$ cat src/rtl/br_pre_ctrl_rd_seq_if.sv
// Bundle of the pre-control read sequencer's FIFO-side and stream-side signals.
// master: the sequencer (pops FIFOs, drives the packet stream).
// slave : the environment (FIFOs plus the stream consumer).
`timescale 1ns/1ps
interface br_pre_ctrl_rd_seq_if #(
    parameter int CTRL_W = 40,
    parameter int DATA_W = 64
);
    logic              ctrl_empty;
    logic [CTRL_W-1:0] ctrl_q;
    logic              ctrl_rdreq;
    logic              data_empty;
    logic [DATA_W-1:0] data_q;
    logic              data_rdreq;
    logic              out_valid;
    logic              out_ready;
    logic [DATA_W-1:0] out_data;
    logic              out_sop;
    logic              out_eop;
    logic [7:0]        out_be;
    logic [23:0]       out_tag;
    logic              err_pulse;

    modport master (
        input  ctrl_empty, ctrl_q, data_empty, data_q, out_ready,
        output ctrl_rdreq, data_rdreq, out_valid, out_data, out_sop, out_eop,
               out_be, out_tag, err_pulse
    );

    modport slave (
        output ctrl_empty, ctrl_q, data_empty, data_q, out_ready,
        input  ctrl_rdreq, data_rdreq, out_valid, out_data, out_sop, out_eop,
               out_be, out_tag, err_pulse
    );
endinterface

$ cat src/rtl/br_pre_ctrl_rd_seq.sv
// Read-side sequencer for the bridge pre-control path.
// Pops one control word per packet, then ceil(len/8) data beats, and presents them
// as a sop/eop/byte-enable packet stream through a 2-entry skid buffer.
// Illegal lengths pulse err_pulse; over-length packets have their data drained.
// Optional: define BR_PRE_CTRL_RD_STATS_EN to add the stat_pkts/stat_bytes/stat_errs counters.
`timescale 1ns/1ps
module br_pre_ctrl_rd_seq #(
    parameter int CTRL_W  = 40,
    parameter int DATA_W  = 64,
    parameter int LEN_W   = 14,
    parameter int MAX_LEN = 9600
) (
    input  logic                 clk,
    input  logic                 aclr,
    br_pre_ctrl_rd_seq_if.master bus
`ifdef BR_PRE_CTRL_RD_STATS_EN
    ,
    output logic [31:0]          stat_pkts,
    output logic [47:0]          stat_bytes,
    output logic [15:0]          stat_errs
`endif
);
    // ceil(len/8) of the largest encodable length (16383) is 2048, which needs LEN_W-2 bits.
    localparam int BEAT_W = LEN_W - 2;

    typedef enum logic [1:0] {IDLE, CWAIT, DATA, DRAIN} state_t;

    typedef struct packed {
        logic        sop;
        logic        eop;
        logic [7:0]  be;
        logic [23:0] tag;
    } meta_t;

    typedef struct packed {
        logic [DATA_W-1:0] data;
        meta_t             meta;
    } entry_t;

    state_t            state_reg, state_next;
    logic [BEAT_W-1:0] beats_left_reg;
    logic              first_reg;
    logic [2:0]        rem_reg;
    logic [23:0]       tag_reg;
    logic              inflight_reg;
    meta_t             inflight_meta_reg;
    entry_t            skid_reg [2];
    logic              rd_ptr_reg, wr_ptr_reg;
    logic [1:0]        occ_reg;

    logic              ctrl_rdreq_c, data_rdreq_c, err_c;
    logic              out_valid_c, pop, room, last_beat;
    logic [2:0]        occ_after;
    logic [7:0]        be_eop;
    entry_t            head;

    // Control-word decode; only meaningful while the FSM sits in CWAIT.
    logic [LEN_W-1:0]  c_len;
    logic [LEN_W:0]    len_pad;
    logic [BEAT_W-1:0] c_beats;
    logic              len_zero, len_over;
    logic              unused_bits;

    assign c_len       = bus.ctrl_q[LEN_W-1:0];
    assign len_pad     = {1'b0, c_len} + (LEN_W+1)'(7);
    assign c_beats     = len_pad[LEN_W:3];
    assign len_zero    = (c_len == '0);
    assign len_over    = (c_len > LEN_W'(MAX_LEN));
    assign unused_bits = ^{bus.ctrl_q[15:14], len_pad[2:0]};

    assign last_beat   = (beats_left_reg == BEAT_W'(1));
    assign out_valid_c = (occ_reg != 2'd0);
    assign pop         = out_valid_c & bus.out_ready;
    // A new read is allowed only if it still fits once the in-flight beat lands.
    assign occ_after   = {1'b0, occ_reg} + {2'b00, inflight_reg};
    assign room        = occ_after < (3'd2 + {2'b00, pop});

    // Final-beat byte enables: lanes below len%8, or all lanes when len is a multiple of 8.
    for (genvar gi = 0; gi < 8; gi++) begin : g_be
        assign be_eop[gi] = (rem_reg == 3'd0) || (3'(gi) < rem_reg);
    end

    // FSM state register.
    always_ff @(posedge clk or posedge aclr) begin
        if (aclr) state_reg <= IDLE;
        else      state_reg <= state_next;
    end

    // FSM next-state logic.
    always_comb begin
        state_next = state_reg;
        case (state_reg)
            IDLE:  if (ctrl_rdreq_c) state_next = CWAIT;
            CWAIT: begin
                if (len_zero)      state_next = IDLE;
                else if (len_over) state_next = DRAIN;
                else               state_next = DATA;
            end
            DATA, DRAIN: if (data_rdreq_c && last_beat) state_next = IDLE;
            default: state_next = IDLE;
        endcase
    end

    // FSM outputs: FIFO pops and the illegal-length pulse.
    always_comb begin
        ctrl_rdreq_c = 1'b0;
        data_rdreq_c = 1'b0;
        err_c        = 1'b0;
        case (state_reg)
            IDLE:  ctrl_rdreq_c = !bus.ctrl_empty;
            CWAIT: err_c        = len_zero | len_over;
            DATA:  data_rdreq_c = (beats_left_reg != '0) && !bus.data_empty && room;
            DRAIN: data_rdreq_c = (beats_left_reg != '0) && !bus.data_empty;
            default: ;
        endcase
    end

    // Per-packet context: latched in CWAIT, beat count walks down with each data pop.
    always_ff @(posedge clk or posedge aclr) begin
        if (aclr) begin
            beats_left_reg <= '0;
            first_reg      <= 1'b0;
            rem_reg        <= '0;
            tag_reg        <= '0;
        end else if (state_reg == CWAIT) begin
            beats_left_reg <= c_beats;
            first_reg      <= 1'b1;
            rem_reg        <= c_len[2:0];
            tag_reg        <= bus.ctrl_q[CTRL_W-1:16];
        end else if (data_rdreq_c) begin
            beats_left_reg <= beats_left_reg - BEAT_W'(1);
            first_reg      <= 1'b0;
        end
    end

    // In-flight beat tracking. Metadata is captured at pop time so the next packet's
    // control word may be latched before this beat reaches the skid buffer.
    always_ff @(posedge clk or posedge aclr) begin
        if (aclr) begin
            inflight_reg      <= 1'b0;
            inflight_meta_reg <= '0;
        end else begin
            inflight_reg <= data_rdreq_c && (state_reg == DATA);
            if (data_rdreq_c) begin
                inflight_meta_reg <= '{sop: first_reg, eop: last_beat,
                                       be: (last_beat ? be_eop : 8'hFF), tag: tag_reg};
            end
        end
    end

    // 2-entry skid buffer: written from data_q the cycle after the pop, drained by the stream.
    always_ff @(posedge clk or posedge aclr) begin
        if (aclr) begin
            for (int i = 0; i < 2; i++) skid_reg[i] <= '0;
            rd_ptr_reg <= 1'b0;
            wr_ptr_reg <= 1'b0;
            occ_reg    <= 2'd0;
        end else begin
            if (inflight_reg) begin
                skid_reg[wr_ptr_reg] <= '{data: bus.data_q, meta: inflight_meta_reg};
                wr_ptr_reg           <= ~wr_ptr_reg;
            end
            if (pop) rd_ptr_reg <= ~rd_ptr_reg;
            occ_reg <= occ_reg + {1'b0, inflight_reg} - {1'b0, pop};
        end
    end

    assign head           = skid_reg[rd_ptr_reg];
    assign bus.ctrl_rdreq = ctrl_rdreq_c;
    assign bus.data_rdreq = data_rdreq_c;
    assign bus.err_pulse  = err_c;
    assign bus.out_valid  = out_valid_c;
    // Stream fields are forced to zero whenever nothing is presented.
    assign bus.out_data   = out_valid_c ? head.data     : '0;
    assign bus.out_sop    = out_valid_c & head.meta.sop;
    assign bus.out_eop    = out_valid_c & head.meta.eop;
    assign bus.out_be     = out_valid_c ? head.meta.be  : 8'h00;
    assign bus.out_tag    = out_valid_c ? head.meta.tag : 24'h0;

`ifdef BR_PRE_CTRL_RD_STATS_EN
    // Traffic statistics on accepted beats and error pulses; all counters wrap.
    always_ff @(posedge clk or posedge aclr) begin
        if (aclr) begin
            stat_pkts  <= '0;
            stat_bytes <= '0;
            stat_errs  <= '0;
        end else begin
            if (pop && head.meta.eop) stat_pkts <= stat_pkts + 32'd1;
            if (pop) stat_bytes <= stat_bytes + 48'($countones(head.meta.be));
            if (err_c) stat_errs <= stat_errs + 16'd1;
        end
    end
`endif
endmodule

$ cat src/flat_wrapper.sv
// flat-port wrapper written by rule: the top's interface ports become plain ports
module br_pre_ctrl_rd_seq_flat 
#(
    parameter int CTRL_W  = 40,
    parameter int DATA_W  = 64,
    parameter int LEN_W   = 14,
    parameter int MAX_LEN = 9600
)
  (clk, aclr, bus_ctrl_empty, bus_ctrl_q, bus_data_empty, bus_data_q, bus_out_ready, bus_ctrl_rdreq, bus_data_rdreq, bus_out_valid, bus_out_data, bus_out_sop, bus_out_eop, bus_out_be, bus_out_tag, bus_err_pulse);
  br_pre_ctrl_rd_seq_if #(.CTRL_W(CTRL_W), .DATA_W(DATA_W)) bus_i ();
  input  logic clk;
  input  logic aclr;
  input wire logic [$bits(bus_i.ctrl_empty)-1:0] bus_ctrl_empty;
  input wire logic [$bits(bus_i.ctrl_q)-1:0] bus_ctrl_q;
  input wire logic [$bits(bus_i.data_empty)-1:0] bus_data_empty;
  input wire logic [$bits(bus_i.data_q)-1:0] bus_data_q;
  input wire logic [$bits(bus_i.out_ready)-1:0] bus_out_ready;
  output wire logic [$bits(bus_i.ctrl_rdreq)-1:0] bus_ctrl_rdreq;
  output wire logic [$bits(bus_i.data_rdreq)-1:0] bus_data_rdreq;
  output wire logic [$bits(bus_i.out_valid)-1:0] bus_out_valid;
  output wire logic [$bits(bus_i.out_data)-1:0] bus_out_data;
  output wire logic [$bits(bus_i.out_sop)-1:0] bus_out_sop;
  output wire logic [$bits(bus_i.out_eop)-1:0] bus_out_eop;
  output wire logic [$bits(bus_i.out_be)-1:0] bus_out_be;
  output wire logic [$bits(bus_i.out_tag)-1:0] bus_out_tag;
  output wire logic [$bits(bus_i.err_pulse)-1:0] bus_err_pulse;
  assign bus_i.ctrl_empty = bus_ctrl_empty;
  assign bus_i.ctrl_q = bus_ctrl_q;
  assign bus_i.data_empty = bus_data_empty;
  assign bus_i.data_q = bus_data_q;
  assign bus_i.out_ready = bus_out_ready;
  assign bus_ctrl_rdreq = bus_i.ctrl_rdreq;
  assign bus_data_rdreq = bus_i.data_rdreq;
  assign bus_out_valid = bus_i.out_valid;
  assign bus_out_data = bus_i.out_data;
  assign bus_out_sop = bus_i.out_sop;
  assign bus_out_eop = bus_i.out_eop;
  assign bus_out_be = bus_i.out_be;
  assign bus_out_tag = bus_i.out_tag;
  assign bus_err_pulse = bus_i.err_pulse;
  br_pre_ctrl_rd_seq #(.CTRL_W(CTRL_W), .DATA_W(DATA_W), .LEN_W(LEN_W), .MAX_LEN(MAX_LEN)) u_core (.clk(clk), .aclr(aclr), .bus(bus_i));
endmodule
$ cat config.mk
export PLATFORM = sky130hd
export DESIGN_NAME = br_pre_ctrl_rd_seq_flat
export DESIGN_NICKNAME = d
export VERILOG_FILES = /design/src/rtl/br_pre_ctrl_rd_seq_if.sv /design/src/rtl/br_pre_ctrl_rd_seq.sv /design/src/flat_wrapper.sv
export SDC_FILE = /design/constraint.sdc
export NUM_CORES = 1
export LEC_CHECK = 0
export BUFFER_PORTS_ARGS = -buffer_cell sky130_fd_sc_hd__buf_2
export CORE_ASPECT_RATIO = 1.4
export CORE_MARGIN = 4
export CORE_UTILIZATION = 55
export DETAILED_ROUTE_END_ITERATION = 6
export GPL_TIMING_DRIVEN = 0
export HOLD_SLACK_MARGIN = 0.08
export PLACE_DENSITY = 0.78
export SYNTH_ARGS = -nofsm -noshare
export SYNTH_HDL_FRONTEND = slang
export SYNTH_SLANG_ARGS = --single-unit
$ cat constraint.sdc
create_clock -name clk -period 20.4 [get_ports clk]
set_clock_uncertainty 0.2 [all_clocks]
set_input_delay 0 -clock clk [delete_from_list [all_inputs] [get_ports clk]]
set_output_delay 0 -clock clk [all_outputs]
set_load 0.005 [all_outputs]
Word level (Yosys, flattened, before mapping)

Cells that the tools add are included.

Register bits: 277

Add/sub/neg operators: 6
$lt $le $gt $ge: 13
Equal/unequal tests: 6
Muxes and demuxes: 22
Bitwise operators: 8
Reductions and logical operators: 23

Operators by type and width:

| kind                                                                 | number |
|---|---|
| 98-bit two-way mux                                                   | 4 |
| 196-bit bitwise mux                                                  | 1 |
| 98-bit demux with 1-bit select                                       | 1 |
| 64-bit two-way mux                                                   | 1 |
| 12-bit two-way mux                                                   | 2 |
| 24-bit two-way mux                                                   | 1 |
| 8-bit two-way mux                                                    | 2 |
| 14-bit by 3-bit adder with 15-bit output, second input constant      | 1 |
| 14-bit > comparator, second input constant                           | 1 |
| 14-bit logical NOT                                                   | 1 |
| 12-bit by 1-bit == test with 1-bit output, second input constant     | 1 |
| 3-bit < comparator, first input constant                             | 4 |
| 12-bit nonzero test                                                  | 1 |
| 12-bit by 1-bit subtractor with 12-bit output, second input constant | 1 |
| 1-bit logical OR                                                     | 8 |
| 1-bit by 3-bit < comparator with 1-bit output, first input constant  | 2 |
| 2-bit by 3-bit < comparator with 1-bit output, first input constant  | 2 |
| 2-bit two-way mux                                                    | 3 |
| 2-bit case mux with 3 select lines                                   | 1 |
| 1-bit logical AND                                                    | 5 |
| 1-bit two-way mux                                                    | 5 |
| 2-bit == test, second input constant                                 | 2 |
| 2-bit greater-or-equal comparator, second input constant             | 2 |
| 1-bit inverter with 2-bit output                                     | 2 |
| 19 further kinds                                                     | 24 |

Logic depth before layout (Yosys ltp)

Word-level depth: 9
Depth in mapped cells: 9

Worst setup path after synthesis

No wires, ideal clock.

Path type: flip-flop to flip-flop
Start: register u_core.inflight_reg
End: register u_core.beats_left_reg[2]
Setup time: 0.124 ns
Arrival: 1.841 ns
Path slack: 18.235 ns
Stages on the path, launching flop included: 9
Path buffers: 0
Period minus slack after synthesis: 2.165 ns
Cells stage by stage: dfrtp_1 > ha_1 > ha_1 > nor2b_1 > nor2_1 > nand3_2 > inv_2 > a21oi_1 > a211o_1

Longest elaborated chain between the ends: 5

Ends and longest elaborated chain:

| what                                   | RTL line                  | source |
|---|---|---|
| start: declaration                     | br_pre_ctrl_rd_seq.sv:45  | `logic inflight_reg;` |
| start signal: assignment               | br_pre_ctrl_rd_seq.sv:143 | `inflight_reg <= data_rdreq_c && (state_reg == DATA);` |
| 2-bit by 1-bit adder with 3-bit output | br_pre_ctrl_rd_seq.sv:75  | `assign occ_after = {1'b0, occ_reg} + {2'b00, inflight_reg};` |
| 3-bit < comparator                     | br_pre_ctrl_rd_seq.sv:76  | `assign room = occ_after < (3'd2 + {2'b00, pop});` |
| 1-bit logical AND                      | br_pre_ctrl_rd_seq.sv:112 | `DATA: data_rdreq_c = (beats_left_reg != '0) && !bus.data_empty && room;` |
| 1-bit case mux with 2 select lines     | br_pre_ctrl_rd_seq.sv:109 | `case (state_reg)` |
| 2-bit nonzero test (no source line)    | --                        |  |
| end signal: assignment                 | br_pre_ctrl_rd_seq.sv:126 | `beats_left_reg <= c_beats;` |
| end signal: assignment                 | br_pre_ctrl_rd_seq.sv:131 | `beats_left_reg <= beats_left_reg - BEAT_W'(1);` |
| end: declaration                       | br_pre_ctrl_rd_seq.sv:41  | `logic [BEAT_W-1:0] beats_left_reg;` |

Every way passes these cells.
A chain may end at the register's enable or synchronous reset.

Worst setup path after layout

Start: register u_core.occ_reg[1]
End: output port bus_out_data[59]

Longest elaborated chain between the ends: 2

Ends and longest elaborated chain:

| what                     | RTL line                  | source |
|---|---|---|
| start: declaration       | br_pre_ctrl_rd_seq.sv:49  | `logic [1:0] occ_reg;` |
| start signal: assignment | br_pre_ctrl_rd_seq.sv:164 | `occ_reg <= occ_reg + {1'b0, inflight_reg} - {1'b0, pop};` |
| 2-bit nonzero test       | br_pre_ctrl_rd_seq.sv:72  | `assign out_valid_c = (occ_reg != 2'd0);` |
| 64-bit two-way mux       | br_pre_ctrl_rd_seq.sv:174 | `assign bus.out_data = out_valid_c ? head.data : '0;` |
| end: declaration         | flat_wrapper.sv:21        | `output wire logic [$bits(bus_i.out_data)-1:0] bus_out_data;` |

Every way passes these cells.

==> metrics.log <==
[metrics] layout cell share with drive strength beyond 1: approximately 31%
[metrics] DRC violations left: 0
[metrics] largest net degree at the start of global routing: 97
[metrics] wire length of the first global-routing pass: approximately 52000 um
[metrics] CTS tree: done
[metrics] total number of H-tree levels: 1
[metrics] number of standard cells in the layout, taps in and fillers out: 1808
[metrics] number of instances resized during post-cts repair: 0
[metrics] Critical Path, Cell by Cell: nor2_1, clkbuf_1, buf_1, nor2_1, buf_2
[metrics] Num CTS Buffers: 26
[metrics] die extent in x: about 130 um
[metrics] outcome: finished clean
[metrics] total number of placement rows: 64
[metrics] Critical Path RT: ~20000 ps
[metrics] slew at the pin closest to its max-slew limit: roughly 890 ps
[metrics] synthesis warning total: 0
[metrics] number of flip-flops under the largest register name: approximately 200
[metrics] flip-flop and latch count after synthesis: between 200 and 300
[metrics] Core Footprint: ~22000 um2
[metrics] Post-layout nets: 1606
[metrics] DRC marker count from the first detailed-route iteration: between 400 and 500
[metrics] number of nets still failing antenna checks after routing: 0
[metrics] share of Yosys cell area claimed by the top area cell type: ~56%
[metrics] post-CTS setup-driven buffer insertion count: 0
[metrics] synth top area cells: sky130_fd_sc_hd__dfrtp_1 (56%), sky130_fd_sc_hd__mux2_2 (18%), sky130_fd_sc_hd__mux2i_1 (8.3%), sky130_fd_sc_hd__nand2_1 (5.2%), sky130_fd_sc_hd__nor2_1 (3.5%)
[metrics] total track usage: approximately a quarter
[metrics] worst hold slack: ~73 ps
[metrics] portion of the post-synthesis area used by sequential elements: between 50 and 60%
[metrics] count of final max-slew check failures: 0
[metrics] via density per instance: 5.34
[metrics] number of inserted filler cells in the final layout: 1348
[metrics] remaining global-route overflow: 0
[metrics] timing-limited maximum frequency: 313 MHz
[metrics] Worst Path Arrival: between 2000 and 3000 ps
[metrics] vias in the first global route: about 11000
[metrics] startpoint-to-endpoint class of the critical path: flip-flop to output pin
[metrics] root buf cell: sky130_fd_sc_hd__clkbuf_16
[metrics] Die ar.: ~25000 um2
[metrics] Routability Congestion: 0.857
[metrics] power density normalized to cell area: between 100 and 150 nW/um2
[metrics] final setup violation count: 0
[metrics] nets in the synthesized netlist: 1163
[metrics] vertical die dimension: about 190 um
[metrics] number of clock sinks: between 200 and 300
[metrics] count of pins on the block boundary: 211
[metrics] total number of vias: around 9700
[metrics] Most common cell on crit path: sky130_fd_sc_hd__nor2_1
[metrics] initial antenna violation count: 1
[metrics] post-synthesis area per instance: between 10 and 15 um2
[metrics] least setup slack across all paths after layout: 17210 ps
[metrics] Slowest-stage cell, CP: sky130_fd_sc_hd__nor2_1
[metrics] Total Neg Setup Slack: 0 ps
[metrics] worst slack at placement: between 15000 and 20000 ps
[metrics] tightest slew margin relative to the limit: between 40% and 50%
[metrics] clock-pin transition on the worst setup and hold timing paths: roughly 60 ps
[metrics] largest area contributor in the synthesized netlist: sky130_fd_sc_hd__dfrtp_1
[metrics] Hold Path Class: primary input to flip-flop
[metrics] CP Launch Type: flip-flop
[metrics] maximum clock path buffer count: 3
[metrics] number of buffer and inverter instances along the worst setup path: 3
[metrics] Max stage delay on crit path: 710 ps
[metrics] unrepaired setup endpoints after global routing: no
[metrics] detail-routed net length per standard cell: approximately 18 um
[metrics] Max-Cap Viols: 0
[metrics] number of placed cells counting well taps: roughly 1600
[metrics] final hold vios: 0
[metrics] overall power after layout: about 2.5 mW
[metrics] DP Wirelength: slightly below 20000 um
[metrics] Initial DRT Pass Iterations: 5
[metrics] Critical Path End Type: output pin
[metrics] library cells used by synthesis: 48
[metrics] total wire length after detailed routing: approximately 32000 um
[metrics] Starting Density: ~56%
[metrics] fin crit period: ~3200 ps
[metrics] kind of cell adding the most delay to the critical path: buffers and inverters
[metrics] number of instances in the synthesized netlist: approximately 1000
[metrics] Max FO, Critical Path: 10
[metrics] static leakage: approximately 8 nW
[metrics] Syn Std Cell Area: around 12000 um2
[metrics] IR Drop Worst-Case VDD: around 0.079 mV
[metrics] Area growth, synth to finish: 35.4%
[metrics] count of input and output buffers: 208
[metrics] final cycle utilization of the critical path: 15.7%
[metrics] clock latency reported for the late side of the worst-skew pair: between 500 and 600 ps
[metrics] hold_buf cts: 204
cell families (layout without fill, tap and decap cells):
group                      count (synthesis)  in the layout  share of synthesized area, %
and+or+nand+nor                          347            347                          12.1
buffers and inverters                     67            528                          2.15
DFF                                      277            277                          56.1
other                                      0              3                             0
adders and majority gates                  7              7                         0.708
xor gates and xnor gates                  16             16                          1.13
muxes                                    298            298                          26.1
AOI/OAI and AO/OA                         35             35                          1.78
Yosys cell counts, drive strengths merged:
cell type	count
xor2	8
clkbuf	27
dfrtp	277
nor3	9
and2	1
a211o	1
or3	3
ha	7
or2	1
nand4	8
o211ai	3
or4	1
mux2	196
xnor2	8
a2111o	1
buf	30
and4	1
nand3	11
a21oi	10
nor2	118
nor3b	2
a22o	1
mux2i	102
nand4b	1
nand2b	6
o21ai	9
nor4	5
nand2	171
a31oi	6
o31ai	1
o21a	1
nor4b	3
o22a	1
and3	1
nor2b	4
o31a	1
nand3b	1
inv	10
final timing paths:
path                                                            to                             from  slack, ps  cells after the start
hold reg to reg            u_core.inflight_meta_reg[0]$_DFFE_PP0N_    u_core.tag_reg[0]$_DFFE_PP0P_        260                      2
setup reg to reg                   u_core.state_reg[0]$_DFFE_PP0P_  u_core.state_reg[0]$_DFFE_PP0P_      17620                      6
max in group asynchronous           u_core.skid_reg[5]$_DFFE_PP0P_                             aclr      18130                      6
hold / removal                     u_core.skid_reg[83]$_DFFE_PP0P_                   bus_data_q[49]         70                      3
min in group asynchronous          u_core.skid_reg[49]$_DFFE_PP0P_                             aclr        540                      4
setup / recovery                                  bus_out_data[59]      u_core.occ_reg[1]$_DFF_PP0_      17210                      5
worst min-delay path: cells and delay by family:
family,cells,cell delay (ps)
multiplexers,1,130
buffers and inverters,2,630
cells in the final DEF (no fill, tap or decap), types with 3 or more instances in the layout:
cell and n:
sky130_fd_sc_hd__dfrtp_1 277, sky130_fd_sc_hd__buf_2 220, sky130_fd_sc_hd__dlygate4sd3_1 205, sky130_fd_sc_hd__mux2_2 196, sky130_fd_sc_hd__nand2_1 171, sky130_fd_sc_hd__nor2_1 116
sky130_fd_sc_hd__mux2i_1 102, sky130_fd_sc_hd__clkbuf_1 32, sky130_fd_sc_hd__clkbuf_16 27, sky130_fd_sc_hd__buf_1 18, sky130_fd_sc_hd__nand3_1 10, sky130_fd_sc_hd__a21oi_1 10
sky130_fd_sc_hd__nor3_1 9, sky130_fd_sc_hd__xnor2_1 8, sky130_fd_sc_hd__xor2_1 8, sky130_fd_sc_hd__inv_1 8, sky130_fd_sc_hd__clkbuf_8 8, sky130_fd_sc_hd__o21ai_0 7
sky130_fd_sc_hd__nand4_1 7, sky130_fd_sc_hd__ha_1 7, sky130_fd_sc_hd__nand2b_1 6, sky130_fd_sc_hd__a31oi_1 6, sky130_fd_sc_hd__nor2b_1 4, sky130_fd_sc_hd__nor4_1 4
sky130_fd_sc_hd__clkinv_2 4, sky130_fd_sc_hd__diode_2 3, sky130_fd_sc_hd__o211ai_1 3, sky130_fd_sc_hd__or3_1 3
metal layers:
metal / vias to the layer above / track usage [%] / part of all wire [%]
li1: 4460 / - / -
met1: 4788 / 29.7 / 39
met2: 324 / 48.7 / 53
met3: 88 / 4.18 / 5.3
met4: 0 / 9.62 / 3.4
met5: - / 0 / 0
power breakdown:
part,switching [mW],internal (mW),total (mW)
sequential,0.162,0.807,0.969
clock,0.201,0.271,0.472
combinational,0.538,0.530,1.07
stage by stage:
step | util, % | area, um2
after floorplan | - | 12400
after global placement | 62.6 | 13800
after detailed placement | 62.9 | 13800
after CTS | 75.9 | 16700
after global routing | 76.0 | 16700
final | 76.0 | 16700
final cells by class:
class	instances	area, um2	share of cell area, %
antenna	3	7.51	0.0448
buffer	57	229	1.37
clock buffer	40	805	4.81
clock inverter	6	36.3	0.217
inverter	10	45.0	0.269
multi-input combinational	703	5170	30.9
sequential	277	6930	41.4
tap	297	372	2.22
timing repair buffer	415	3150	18.8
Power figures use the tool's default switching activity.
